**src/rtl/encoder_pkg.sv**
```systemverilog
// Shared defaults for the rotary-encoder front end (debouncer and decoder).
package encoder_pkg;

    localparam int DEBOUNCE_SYNC_STAGES   = 2;
    localparam int DEBOUNCE_STABLE_CYCLES = 255;
    localparam int GLITCH_WIDTH           = 8;

    // Minimal width that can hold n-1, never less than one bit.
    function automatic int cnt_width(input int n);
        return (n > 1) ? $clog2(n) : 1;
    endfunction

endpackage

```
**src/rtl/debounce_channel.sv**
```systemverilog
// One encoder pin: synchronizer chain, stability counter, debounced level,
// change strobe and a combinational glitch pulse for the top-level accumulator.
module debounce_channel
    import encoder_pkg::*;
#(
    parameter int SYNC_STAGES   = DEBOUNCE_SYNC_STAGES,
    parameter int STABLE_CYCLES = DEBOUNCE_STABLE_CYCLES
) (
    input  logic clk,
    input  logic reset,
    input  logic i_raw,
    output logic o_level,
    output logic o_changed,
    output logic o_glitch
);

    localparam int CNT_W = cnt_width(STABLE_CYCLES);
    localparam logic [CNT_W-1:0] CNT_MAX = CNT_W'(STABLE_CYCLES - 1);

    logic [SYNC_STAGES-1:0] r_sync;
    logic [CNT_W-1:0]       r_cnt;
    logic                   r_level;
    logic                   r_changed;
    logic                   w_s;

    assign w_s = r_sync[SYNC_STAGES-1];

    always_ff @(posedge clk or posedge reset) begin
        if (reset) begin
            r_sync <= '0;
        end else begin
            r_sync <= {r_sync[SYNC_STAGES-2:0], i_raw};
        end
    end

    always_ff @(posedge clk or posedge reset) begin
        if (reset) begin
            r_cnt     <= '0;
            r_level   <= 1'b0;
            r_changed <= 1'b0;
        end else if (w_s == r_level) begin
            r_cnt     <= '0;
            r_changed <= 1'b0;
        end else if (r_cnt == CNT_MAX) begin
            r_cnt     <= '0;
            r_level   <= w_s;
            r_changed <= 1'b1;
        end else begin
            r_cnt     <= r_cnt + CNT_W'(1);
            r_changed <= 1'b0;
        end
    end

    // A partially counted level that falls back is a rejected transition.
    assign o_glitch  = (w_s == r_level) && (r_cnt != '0);
    assign o_level   = r_level;
    assign o_changed = r_changed;

endmodule

```
**src/rtl/quad_debounce.sv**
```systemverilog
// Two-channel quadrature pin debouncer. QUAD_DEBOUNCE_GLITCH_CNT_EN builds the
// saturating rejected-glitch counter; otherwise glitch_count is tied to 0.
module quad_debounce #(
    parameter int SYNC_STAGES   = encoder_pkg::DEBOUNCE_SYNC_STAGES,
    parameter int STABLE_CYCLES = encoder_pkg::DEBOUNCE_STABLE_CYCLES,
    parameter int GLITCH_WIDTH  = encoder_pkg::GLITCH_WIDTH
) (
    input  logic                    clk,
    input  logic                    reset,
    input  logic                    a_raw,
    input  logic                    b_raw,
    output logic                    a,
    output logic                    b,
    output logic                    a_changed,
    output logic                    b_changed,
    output logic [GLITCH_WIDTH-1:0] glitch_count
);

    logic w_glitch_a;
    logic w_glitch_b;

    debounce_channel #(
        .SYNC_STAGES   (SYNC_STAGES),
        .STABLE_CYCLES (STABLE_CYCLES)
    ) u_chan_a (
        .clk       (clk),
        .reset     (reset),
        .i_raw     (a_raw),
        .o_level   (a),
        .o_changed (a_changed),
        .o_glitch  (w_glitch_a)
    );

    debounce_channel #(
        .SYNC_STAGES   (SYNC_STAGES),
        .STABLE_CYCLES (STABLE_CYCLES)
    ) u_chan_b (
        .clk       (clk),
        .reset     (reset),
        .i_raw     (b_raw),
        .o_level   (b),
        .o_changed (b_changed),
        .o_glitch  (w_glitch_b)
    );

`ifdef QUAD_DEBOUNCE_GLITCH_CNT_EN
    logic [GLITCH_WIDTH-1:0] r_glitch_count;
    logic [1:0]              w_inc;
    logic [GLITCH_WIDTH:0]   w_sum;

    assign w_inc = {1'b0, w_glitch_a} + {1'b0, w_glitch_b};
    // One spare bit catches overflow; +2 can never exceed it.
    assign w_sum = {1'b0, r_glitch_count} + {{(GLITCH_WIDTH-1){1'b0}}, w_inc};

    always_ff @(posedge clk or posedge reset) begin
        if (reset) begin
            r_glitch_count <= '0;
        end else if (w_sum[GLITCH_WIDTH]) begin
            r_glitch_count <= '1;
        end else begin
            r_glitch_count <= w_sum[GLITCH_WIDTH-1:0];
        end
    end

    assign glitch_count = r_glitch_count;
`else
    logic w_glitch_unused;

    assign w_glitch_unused = w_glitch_a ^ w_glitch_b;
    assign glitch_count    = '0;
`endif

endmodule

```
**config.mk**
```make
export PLATFORM = sky130hd
export DESIGN_NAME = quad_debounce
export DESIGN_NICKNAME = d
export VERILOG_FILES = /design/src/rtl/encoder_pkg.sv /design/src/rtl/debounce_channel.sv /design/src/rtl/quad_debounce.sv
export SDC_FILE = /design/constraint.sdc
export NUM_CORES = 1
export LEC_CHECK = 0
export ABC_AREA = 1
export BUFFER_PORTS_ARGS = -buffer_cell sky130_fd_sc_hd__clkbuf_2
export CAP_MARGIN = 15
export CORE_UTILIZATION = 50
export CTS_CLUSTER_DIAMETER = 30
export DETAILED_ROUTE_END_ITERATION = 10
export PLACE_DENSITY = 0.77
export SLEW_MARGIN = 20
export SYNTH_ARGS = -nofsm -noshare
export SYNTH_HDL_FRONTEND = slang
export SYNTH_SLANG_ARGS = --single-unit
```
**constraint.sdc**
```tcl
create_clock -name clk -period 3.2 [get_ports clk]
set_input_delay 0.16 -clock clk [delete_from_list [all_inputs] [get_ports clk]]
set_output_delay 0.16 -clock clk [all_outputs]
set_load 0.02 [all_outputs]
```
Yosys cells after proc, flatten, opt, wreduce, memory -nomap -nowiden
Cells that the tools add are included. W data, S select, Z words.

$add $sub $neg: 2. Eq/ne operators: 4. Multiplexer cells: 8. Bitwise logic cells: 2. Reductions and logical operators: 2.

Operator list (count): $mux W8 (4); $add A8 B1 Y8 const B (2); $eq A8 B8 Y1 const B (2); $mux W1 (4); $reduce_and A2 Y1 (2); $eq A1 B1 Y1 (2); $not A1 Y1 (2).

Bits in registers: 24. Bits of input ports: 4. Output and inout bits: 12. Word-level logic and storage cells: 26.

Longest topological paths before layout
Word-level depth: 3. Depth in mapped cells: 7. Mapped depth without buffers: 7.

By module
Synthesis repeated with hierarchy kept, for this count alone.

Cells, all modules: 137. Area, all modules: 1277.5 µm².

By module, submodules not included: debounce_channel (instances 2, cells each 64, area an instance 606.8 µm²); quad_debounce (instances 1, cells each 9, area an instance 63.8 µm²).

Least setup slack after synthesis
No wires, ideal clock.

Path kind: register to register. From: reg u_chan_b.r_cnt[0]. To: reg u_chan_b.r_cnt[3]. Library setup time: 118 ps. Data arrival time: 1067 ps. Required time: 3082 ps. Slack: 2014 ps. Cell stages (with the launch flop): 8. Path buffers: 0. Clock period less this slack: 1186 ps. Cells stage by stage: dfrtp_1 inv_1 ha_1 inv_1 nor2_1 nand2_4 nand2_4 nor2_1.

Cells in the longest elaborated chain, start to end: 3. Elaborated cells between the ends (all ways): 4. Classes of those cells: 1 x add/sub; 1 x eq/ne; 2 x mux.

Ends and longest elaborated chain: start: declaration (RTL line debounce_channel.sv:21) `logic [CNT_W-1:0] r_cnt;`; start signal: assignment (RTL line debounce_channel.sv:49) `r_cnt <= r_cnt + CNT_W'(1);`; $add A8 B1 Y8 or $eq A8 B8 Y1 (tied branches) (RTL line debounce_channel.sv:49, debounce_channel.sv:44); $mux W8 * (RTL line debounce_channel.sv:44) `end else if (r_cnt == CNT_MAX) begin`; $mux W8 * (RTL line debounce_channel.sv:41) `end else if (w_s == r_level) begin`.

Every way passes the cells marked *; elsewhere a longest branch is shown, timed or not. A chain may end at the register's enable or synchronous reset.

Final worst setup path
From: reg u_chan_b.r_cnt[0]. To: reg u_chan_b.r_cnt[6].

Same word-level chain as after synthesis.

==> summary.md <==
| Metric | Value |
|---|---|
| WHS | `-11.5 ps` |
| Placed insts | `154` |
| Status | `finished, violations left` |
| Layout cell share with drive strength beyond 1 | `approximately a fifth` |
| Synth Warn # | `0` |
| DRC errors left | `0` |
| Slew HR | `slightly above 40%` |
| Most common cell in the netlist | `dfrtp_1` |
| Final setup vio count | `0` |
| Fin Setup TNS | `0 ps` |
| Pwr/cell area | `390 nW/µm²` |
| RSZ-0062 raised after global routing | `no` |
| Routability cong. | `roughly 0.86` |
| Largest net degree at the start of global routing | `25` |
| Sequential share of the synthesized area | `approximately half` |
| Synth cell types | `20` |
| Routed WL | `around 1.7 mm` |
| Antenna fix cells | `0` |
| CP peak stage delay | `~440 ps` |
| Most used DFF post-synth | `dfrtp_1` |
| Class of the worst hold path | `in -> async` |
| P_leak | `around 0.00063 µW` |
| Core Footprint | `2210 µm²` |
| TritonCTS Sinks | `24` |
| Failing checks | `negative hold slack` |
| Congestion Overflow GR | `0` |
| First-pass GRT wire length | `approximately 3 mm` |
| Setup crit end kind | `flop` |
| Die area | `~2600 µm²` |
| Req. time, crit path | `approximately 3400 ps` |
| Nets | `about 140` |
| Vias | `around 800` |
| Critical Path AT | `around 1600 ps` |
| Worst-skew pair later-pin latency | `between 300 and 400 ps` |
| Count of input and output buffers | `7` |
| Peak VDD IR | `approximately 0.00025 V` |
| Yosys reg bits | `24` |
| Die Wd | `roughly 51 µm` |
| Slew Limit Fails | `0` |
| EDFF count, synth | `0` |
| CTS root buffer | `clkbuf_4` |
| Biggest area consumer among synthesized cells | `dfrtp_1` |
| Ordered cell list for the critical path | `inv_1, ha_1, inv_1, nor2_1, nand2_4, nand3_1, nor2_1` |
| CTS max path bufs | `2` |
| Antenna-violating nets left | `0` |
| H-tree Lvls | `1` |
| Initial antenna violation count | `0` |
| Mapped Area | `1180 µm²` |
| Synth top area cells | `dfrtp_1 51%, nand3_1 6.4%, nor2_1 6.4%` |
| Worst-margin pin slew | `a little under 900 ps` |
| Slowest-stage cell, CP | `dfrtp_1` |
| DP HPWL | `1.27 mm` |
| Worst path bufs/invs | `2` |
| Dpl ws | `approximately 1900 ps` |
| Yosys top cell area share | `around half` |
| CTS Buf Count | `3` |
| Vias per cell | `~5.0` |
| Design Power | `just under 500 µW` |
| Drt pass-1 iters | `4` |
| Cells after Synth | `120` |
| Die height | `a little over 50 µm` |
| Post-CTS resize count | `0` |
| Fmax | `around 740 MHz` |
| Final worst setup slack | `between 1500 and 2000 ps` |
| Wire per inst | `~11 µm` |
| Synth cell count leaders | `24 x dfrtp_1, 20 x nor2_1, 15 x nand3_1` |
| Post-layout min period | `between 1000 and 1500 ps` |
| Syn avg cell area | `around 10 µm²` |
| Layout Cells excl Fill | `approximately 160` |
| CTS tree | `yes` |
| Starting density of the core | `between 50% and 60%` |
| Vias in the first global route | `about 730` |
| Tot GR Track Use | `16.5%` |
| Period utilization | `42.2%` |
| Top Ports | `16` |
| CP Launch Type | `flop` |
| MaxCap Viol Count | `0` |
| Row count | `17` |
| Area delta synth->final | `6.70%` |
| Worst setup path class | `reg -> reg` |
| Fill cells | `between 200 and 250` |
| Initial DRC Count | `24` |
| Crit path max-delay family | `simple AND/OR/NAND/NOR gates` |
| Asr flop ratio synth | `100%` |
| Clk slew on worst S/H paths | `roughly 120 ps` |
| Final Hold Fails | `14` |
| Clock Skew | `between 1.5 and 2 ps` |
| CP Max Fanout | `5` |
-- worst paths after layout --
path                                     from            endpoint  slack, ps  cells after the start
min                                     reset  u_chan_a.r_sync[0]        -10                      2
min in group clk           u_chan_b.r_sync[0]  u_chan_b.r_sync[1]        360                      0
max                         u_chan_b.r_cnt[0]   u_chan_b.r_cnt[6]       1850                      7
max reg2reg                 u_chan_b.r_cnt[0]   u_chan_b.r_cnt[6]       1850                      7
max in group asynchronous               reset   u_chan_b.r_cnt[5]       2670                      2
min reg2reg                u_chan_b.r_sync[0]  u_chan_b.r_sync[1]        360                      0
-- power by group --
part           switching, µW  internal [µW]
combinational           28.3           13.0
clock                   83.0           44.1
sequential              8.98            312
total                    120            369
-- layer usage --
metal	part of all wire, %	GRT usage (%)	vias to the layer above
li1	-	-	381
met1	47	20.8	376
met2	45	25.3	33
met3	5.8	3.64	5
met4	2.7	10.6	0
met5	0	0	-
-- area by class of cell --
class / count / area, µm² / area share [%]
clock buffers: 3 / 22.5 / 1.79
inverters: 8 / 30.0 / 2.39
multi-input cells: 87 / 512 / 40.8
flip-flops and latches: 24 / 601 / 47.9
well taps: 28 / 35.0 / 2.79
repair buffers: 9 / 55.1 / 4.39
-- through the flow --
stage / util [%] / instance area, µm²
3_5_place_dp: 54.8 / 1210
4_1_cts: 56.7 / 1250
3_3_place_gp: 54.8 / 1210
5_1_grt: 56.7 / 1250
6_report: 56.7 / 1250
2_1_floorplan: - / 1200
-- cells in the final DEF, fill, tap and decap left out --
master / count
dfrtp_1: 24
nor2_1: 20
nand3_1: 15
nand2_1: 12
conb_1: 8
inv_1: 7
clkbuf_2: 7
nand2_2: 5
a21oi_1: 5
ha_1: 4
nor2_4: 3
nand2_4: 3
xor2_1: 3
xnor2_1: 3
clkbuf_4: 3
xor2_2: 2
dlygate4sd3_1: 2
and3_1: 1
nor2_2: 1
and3_2: 1
o21bai_1: 1
inv_2: 1
-- sequential cells by signal, indices dropped and copies added, names as in the netlist --
| name | flops |
|---|---|
| u_chan_a.o_level | 1 |
| u_chan_b.o_level | 1 |
| u_chan_b.r_sync | 2 |
| u_chan_a.o_changed | 1 |
| u_chan_a.r_sync | 2 |
| u_chan_a.r_cnt | 8 |
| u_chan_b.r_cnt | 8 |
| u_chan_b.o_changed | 1 |
-- repair_timing --
| action | 4_1_cts | 5_1_grt |
|---|---|---|
| endpoints found under the hold margin | 2 | 0 |
| setup buffers | 0 | 0 |
| endpoints found under the setup margin | 0 | 0 |
| hold buffers | 2 | 0 |
-- kinds of logic (layout without fill, tap and decap cells) --
family	after synthesis	after routing	share of synthesized area (%)
buf+inv	16	20	7.66
fa+ha+maj	4	4	4.26
simple gates	61	61	26.7
xor+xnor	8	8	7.23
other cells	1	8	0.319
flops	24	24	51.1
compound gates	6	6	2.77
Note: power is estimated with default switching activity, not from simulation.
